<file path="src/rtl/lsu_pkg.sv">
// Shared types and constants for the load/store alignment unit.
// funct3 encodings, FSM state encoding, error codes and the funct3 legality check.
package lsu_pkg;

  localparam logic [2:0] F3_LB  = 3'b000;
  localparam logic [2:0] F3_LH  = 3'b001;
  localparam logic [2:0] F3_LW  = 3'b010;
  localparam logic [2:0] F3_LD  = 3'b011;
  localparam logic [2:0] F3_LBU = 3'b100;
  localparam logic [2:0] F3_LHU = 3'b101;
  localparam logic [2:0] F3_LWU = 3'b110;
  localparam logic [2:0] F3_SB  = 3'b000;
  localparam logic [2:0] F3_SH  = 3'b001;
  localparam logic [2:0] F3_SW  = 3'b010;
  localparam logic [2:0] F3_SD  = 3'b011;

  typedef enum logic [2:0] {
    StIdle,
    StIssue1,
    StWait1,
    StIssue2,
    StWait2,
    StResp
  } lsu_state_e;

  typedef enum logic [1:0] {
    ErrNone,
    ErrMisalign,
    ErrIllegal,
    ErrBus
  } lsu_err_e;

  function automatic logic funct3_legal(input logic [2:0] funct3, input logic wen,
                                        input logic is64);
    logic ok;
    ok = 1'b1;
    if (funct3 == 3'b111) ok = 1'b0;
    if (wen && funct3[2]) ok = 1'b0;
    // Doubleword and unsigned-word forms only exist on a 64-bit datapath
    if (!is64 && (funct3 == F3_LD || funct3 == F3_LWU)) ok = 1'b0;
    return ok;
  endfunction

endpackage

</file>
<file path="src/rtl/lsu_load_extract.sv">
// Combinational load extractor: shifts a two-beat window by the byte offset,
// truncates to the access size and sign/zero-extends to XLEN.
module lsu_load_extract
  import lsu_pkg::*;
#(
  parameter int unsigned XLEN = 32
) (
  input  logic [2*XLEN-1:0]          window,
  input  logic [$clog2(XLEN/8)-1:0]  off,
  input  logic [2:0]                 funct3,
  output logic [XLEN-1:0]            result
);

  logic [XLEN-1:0] shifted;
  logic            sign;
  int              nbits;

  always_comb begin
    shifted = XLEN'(window >> {off, 3'b000});
    nbits   = 8 << funct3[1:0];
    if (nbits > int'(XLEN)) nbits = int'(XLEN);
    sign    = shifted[nbits-1];
    result  = '0;
    for (int i = 0; i < int'(XLEN); i++) begin
      result[i] = (i < nbits) ? shifted[i] : (~funct3[2] & sign);
    end
  end

endmodule

</file>
<file path="src/rtl/lsu_align_unit.sv">
// Load/store alignment unit: byte strobes and lane shifting for stores, load extraction,
// and optional two-beat splitting of accesses that cross a bus word.
module lsu_align_unit
  import lsu_pkg::*;
#(
  parameter int unsigned XLEN           = 32,
  parameter bit          MISALIGN_SPLIT = 1'b1
) (
  input  logic              clk,
  input  logic              rst,
  input  logic              req_valid,
  output logic              req_ready,
  input  logic              req_wen,
  input  logic [2:0]        req_funct3,
  input  logic [XLEN-1:0]   req_addr,
  input  logic [XLEN-1:0]   req_wdata,
  output logic              rsp_valid,
  input  logic              rsp_ready,
  output logic [XLEN-1:0]   rsp_rdata,
  output logic              rsp_err,
  output logic              mem_valid,
  input  logic              mem_ready,
  output logic [XLEN-1:0]   mem_addr,
  output logic              mem_wen,
  output logic [XLEN-1:0]   mem_wdata,
  output logic [XLEN/8-1:0] mem_wstrb,
  input  logic              mem_rvalid,
  input  logic [XLEN-1:0]   mem_rdata,
  input  logic              mem_rerr
);

  localparam int unsigned N    = XLEN / 8;
  localparam int unsigned OffW = $clog2(N);
  localparam int unsigned EndW = OffW + 4;

  lsu_state_e          state_q, state_d;
  lsu_err_e            err_q;
  logic                wen_q, cross_q;
  logic [2:0]          funct3_q;
  logic [XLEN-1:0]     base_q;
  logic [OffW-1:0]     off_q;
  logic [2*XLEN-1:0]   wdata_q, win_q;
  logic [2*N-1:0]      wstrb_q;

  logic                accept, cap_lo, cap_hi;
  logic [OffW-1:0]     req_off;
  logic [EndW-1:0]     req_end;
  logic                req_cross, req_illegal;
  logic [2*N-1:0]      req_strb;
  logic [XLEN-1:0]     load_data;

  assign req_off     = req_addr[OffW-1:0];
  assign req_end     = EndW'(req_off) + (EndW'(1) << req_funct3[1:0]);
  assign req_cross   = req_end > EndW'(N);
  assign req_illegal = !funct3_legal(req_funct3, req_wen, XLEN == 64);
  // Access byte mask laid over the two-word window; the high half feeds the second beat
  assign req_strb    = (((2*N)'(1) << (4'd1 << req_funct3[1:0])) - (2*N)'(1)) << req_off;

  always_comb begin
    state_d   = state_q;
    req_ready = 1'b0;
    mem_valid = 1'b0;
    rsp_valid = 1'b0;
    accept    = 1'b0;
    cap_lo    = 1'b0;
    cap_hi    = 1'b0;
    unique case (state_q)
      StIdle: begin
        req_ready = 1'b1;
        if (req_valid) begin
          accept  = 1'b1;
          state_d = (req_illegal || (req_cross && !MISALIGN_SPLIT)) ? StResp : StIssue1;
        end
      end
      StIssue1: begin
        mem_valid = 1'b1;
        if (mem_ready) state_d = StWait1;
      end
      StWait1: begin
        if (mem_rvalid) begin
          cap_lo  = 1'b1;
          state_d = (mem_rerr || !cross_q) ? StResp : StIssue2;
        end
      end
      StIssue2: begin
        mem_valid = 1'b1;
        if (mem_ready) state_d = StWait2;
      end
      StWait2: begin
        if (mem_rvalid) begin
          cap_hi  = 1'b1;
          state_d = StResp;
        end
      end
      StResp: begin
        rsp_valid = 1'b1;
        if (rsp_ready) state_d = StIdle;
      end
      default: state_d = StIdle;
    endcase
  end

  always_ff @(posedge clk) begin
    if (rst) begin
      state_q  <= StIdle;
      err_q    <= ErrNone;
      wen_q    <= 1'b0;
      cross_q  <= 1'b0;
      funct3_q <= 3'b000;
      base_q   <= '0;
      off_q    <= '0;
      wdata_q  <= '0;
      wstrb_q  <= '0;
      win_q    <= '0;
    end else begin
      state_q <= state_d;
      if (accept) begin
        wen_q    <= req_wen;
        cross_q  <= req_cross;
        funct3_q <= req_funct3;
        base_q   <= req_addr & ~XLEN'(N - 1);
        off_q    <= req_off;
        wdata_q  <= {{XLEN{1'b0}}, req_wdata} << {req_off, 3'b000};
        wstrb_q  <= req_wen ? req_strb : '0;
        win_q    <= '0;
        err_q    <= req_illegal                       ? ErrIllegal  :
                    (req_cross && !MISALIGN_SPLIT)    ? ErrMisalign : ErrNone;
      end
      if (cap_lo) begin
        win_q[XLEN-1:0] <= mem_rdata;
        if (mem_rerr) err_q <= ErrBus;
      end
      if (cap_hi) begin
        win_q[2*XLEN-1:XLEN] <= mem_rdata;
        if (mem_rerr) err_q <= ErrBus;
      end
    end
  end

  always_comb begin
    mem_addr  = '0;
    mem_wdata = '0;
    mem_wstrb = '0;
    if (state_q == StIssue1) begin
      mem_addr  = base_q;
      mem_wdata = wdata_q[XLEN-1:0];
      mem_wstrb = wstrb_q[N-1:0];
    end else if (state_q == StIssue2) begin
      mem_addr  = base_q + XLEN'(N);
      mem_wdata = wdata_q[2*XLEN-1:XLEN];
      mem_wstrb = wstrb_q[2*N-1:N];
    end
  end

  assign mem_wen   = mem_valid & wen_q;
  assign rsp_err   = (state_q == StResp) && (err_q != ErrNone);
  assign rsp_rdata = (state_q == StResp && err_q == ErrNone && !wen_q) ? load_data : '0;

  lsu_load_extract #(
    .XLEN(XLEN)
  ) u_extract (
    .window(win_q),
    .off   (off_q),
    .funct3(funct3_q),
    .result(load_data)
  );

endmodule
</file>
<file path="config.mk">
export PLATFORM = sky130hd
export DESIGN_NAME = lsu_align_unit
export DESIGN_NICKNAME = d
export VERILOG_FILES = /design/src/rtl/lsu_pkg.sv /design/src/rtl/lsu_load_extract.sv /design/src/rtl/lsu_align_unit.sv
export SDC_FILE = /design/constraint.sdc
export NUM_CORES = 1
export LEC_CHECK = 0
export CELL_PAD_IN_SITES_DETAIL_PLACEMENT = 0
export CELL_PAD_IN_SITES_GLOBAL_PLACEMENT = 2
export CORE_MARGIN = 3
export CORE_UTILIZATION = 28
export CTS_CLUSTER_SIZE = 24
export DETAILED_ROUTE_END_ITERATION = 7
export PLACE_DENSITY = 0.77
export SLEW_MARGIN = 5
export SYNTH_ARGS = -nofsm -noshare
export SYNTH_HDL_FRONTEND = slang
export SYNTH_SLANG_ARGS = --single-unit
</file>
<file path="constraint.sdc">
create_clock -name clk -period 2.99 [get_ports clk]
set_input_delay 0.598 -clock clk [delete_from_list [all_inputs] [get_ports clk]]
set_output_delay 0.598 -clock clk [all_outputs]
set_load 0.02 [all_outputs]
</file>
==> flow_summary_export.csv <==
group,metric,value,unit
status,status,"complete, but fails checks",
status,violations,"setup timing",
timing,worst_slack,-178,ps
route,drc,0,
synth,netlist_top_cells_count,"nand2_1, dfxtp_1, a21oi_1",
route,drt_wl_total,32500,um
worst_setup_path,cp_max_fo,8,
timing,setup_viol,24,
synth,async_reset_ff_frac,0,
grt,grt_max_degree,98,
finish,multi_input_area,5330,um^2
floorplanning,dieWidth,184,um
synth,ys_seq_area_frac,0.366,
cts,hold_buffers,0,
run,drv_cap,0,
cts,cts_made_buffers,17,
pwr,power.density,660,nW/um^2
cts,cts_num_sinks,162,
pwr,sw_frac_of_total,0.394,
synth,synth_area_leaders,"dfxtp_1, nand2_1, a21oi_1",
finish,seq_area,3250,um^2
worst_setup_path,crit_path_end_kind,"output pin",
worst_setup_path,crit_family,"compound AO/OA/AOI/OAI gates",
grt,grt_pass1_wl,50000,um
route,first_iter_violations,544,
synth,synthFlopType,"dfxtp_1",
synth,syn_area,8870,um^2
synth,syn_inst,1179,
grt,grt_pass1_vias,8777,
worst_setup_path,cp_num_buf_inv,2,
floorplanning,initial_core_util,0.287,
synth,synthMuxAreaShare,0.110,
synth,synth_edf_count,0,
pwr,p_seq_frac,0.334,
cts,clk_path_buf_depth,2,
timing,slew_headroom,0.458,
pwr,leakage,4.48,nW
pwr,p_int,4.94,mW
timing,finalCritPeriodShare,1.06,
route,wl_per_cell,18.3,um
grt,grt_overflow,0,
worst_setup_path,slowest_stage,"a2111o_1",
grt,grt.busiest_layer,"met2",
grt,gr-usage-all-layers,0.188,
placed_design,place.gp.congestion,0.839,
synth,synth-compound-area-share,0.170,
timing,max_freq,316,MHz
pwr,switching_power,3.21,mW
synth,synth_top_family_by_area,"simple AND/OR/NAND/NOR gates",
synth,synthXorXnorAreaFrac,0.0286,
route,vias,8967,
grt,met3_usage,0.0439,
synth,synthAdderAreaFrac,0.00931,
cts,cts_tree,"built",
synth,yosysTopAreaCellShare,0.366,
grt,use_met1,0.257,
cts,path_clk_slew,70,ps
floorplanning,dieArea,33800,um^2
timing,fin_skew,8.25,ps
pwr,vdd_ir_drop_max,0.528,mV
placed_design,port_buffers,209,
route,drtAntennaViolNets,0,
cts,clk_latency,430,ps
synth,yosysMostFrequentCell,"nand2_1",
placed_design,pre_cts_slack,-226,ps
grt,antenna_found_initial,2,
finish,drive_above_1_share,0.140,
synth,yosysWarnings,0,
timing,finalMaxSlewViolations,0,
placed_design,placed_cell_area,11500,um^2
worst_setup_path,worstPathCellList,"or2_4 > ha_4 > inv_2 > a311o_1 > a2111o_1 > o221a_4 > a221oi_2 > buf_4",
floorplanning,rows,64,
grt,met2_usage,0.297,
worst_setup_path,worst_ep_required_time,2390,ps
finish,nets,1478,
route,drt-pass1-iter-count,5,
finish,fill_cells,3277,
synth,ys_seq_elements,162,
worst_setup_path,critPathKind,"register to output pin",
hold_path,hold_path_class,"register to register",
route,vias_per_cell,5.05,
synth,syn_area_per_cell,7.52,um^2
finish,area_growth_syn_to_layout,39.2,%
synth,netlist.top_cell.by_area,"dfxtp_1",
synth,ys_types,55,
timing,max_slew.worst_pin.slew,812,ps
worst_setup_path,cp-start-kind,"register",
timing,rsz0062_at_grt,"yes",
pwr,p_clk_frac,0.269,
synth,synth_simple_gate_area_frac,0.259,
floorplanning,core_region_area,30900,um^2
finish,fin_area,12300,um^2
cts,cts_max_level,4,
timing,hold_violations,0,
cts,root_buffer,"clkbuf_16",
worst_setup_path,crit_arrival,2570,ps
floorplanning,die_h,184,um
timing,period_minus_slack,3170,ps
pwr,p_comb_frac,0.397,
placed_design,dp_hpwl,22300,um
floorplanning,io_pins,212,
worst_setup_path,cp_slowest_stage_delay,380,ps
## kinds of logic after synthesis
| kind of cell | Yosys count |
|---|---|
| other cells | 1 |
| fa+ha+maj | 6 |
| simple gates | 524 |
| flops | 162 |
| compound gates | 243 |
| xor+xnor | 29 |
| mux | 95 |
| buf+inv | 119 |
## sequential cells by signal, summed over array words and instances, names as in the netlist
register,cells
win_q,56
cross_q,1
wen_q,1
err_q,2
off_q,2
funct3_q,3
wdata_q,56
wstrb_q,8
base_q,30
state_q,3
## power groups by stage
| stage | clock [mW] | combinational [mW] | sequential [mW] |
|---|---|---|---|
| finish | 2.19 | 3.23 | 2.72 |
| global route | 2.32 | 3.56 | 2.77 |
| CTS | 2.26 | 3.23 | 2.72 |
| detailed placement | 0 | 3.16 | 2.77 |
| global placement | 0 | 3.16 | 2.76 |
| floorplan | 0 | 1.99 | 2.68 |
## cell usage in the layout (no fill, tap or decap), drive strengths merged, types with 3 or more instances in the layout
cell,netlist,final
a211oi,19,19
a21oi,161,161
a221oi,22,22
a311oi,8,8
and2,15,15
and3,4,4
buf,27,89
clkbuf,80,24
clkdlybuf4s50,0,149
clkinv,0,3
clkinvlp,0,3
dfxtp,162,162
dlygate4sd2,0,22
dlymetal6s2s,0,6
ha,5,5
inv,12,17
mux2,19,19
mux2i,76,76
nand2,226,226
nand3,92,92
nand4,15,15
nor2,117,117
nor2b,15,15
nor3,23,23
nor4,5,5
nor4b,4,4
o211ai,10,10
o21ai,9,9
xnor2,8,8
xor2,21,21
## what timing repair did
item                                    CTS  global route
buffers inserted                          7             1
gates cloned                              2             1
endpoints found under the setup margin   52            51
pin swaps                                 7             4
gates resized for setup                 183            41
## tightest hold or removal path, cell delays in order (launching register included)
cell and delay (ps):
dfxtp_1 310, nand2_1 50, a21oi_1 50
## metrics by stage
stage | setup TNS (ps) | util | hold WS (ps) | total power [mW] | std cells
2_1_floorplan | 0 | - | 427 | 4.67 | 1180
3_3_place_gp | -3020 | 0.373 | 435 | 5.92 | 1731
3_5_place_dp | -3740 | 0.373 | 440 | 5.93 | 1731
4_1_cts | -3440 | 0.396 | 450 | 8.21 | 1771
5_1_grt | -4980 | 0.399 | 463 | 8.65 | 1774
6_report | -2750 | 0.399 | 448 | 8.15 | 1774
## layer usage
layer	vias to the layer above	wire length (um)
met4	2	624
met5	-	20
met3	36	1520
li1	4473	-
met1	4258	15500
met2	198	14800
## final cells by class
class / count / share of cell area
inverter: 12 / 0.00405
tap: 396 / 0.0401
clock buffer: 19 / 0.0367
clock inverter: 12 / 0.0100
timing repair buffer: 272 / 0.214
antenna: 1 / 0.000203
sequential: 162 / 0.263
multi-input combinational: 900 / 0.432
## final timing paths
check,startpoint,to,slack [ps],cells past startpoint
max,funct3_q[0],rsp_rdata[26],-180,8
min,wdata_q[27],wdata_q[27],450,2
max reg2reg,state_q[1],win_q[29],1030,6
min reg2reg,wdata_q[27],wdata_q[27],450,2
Power figures use the tool's default switching activity.
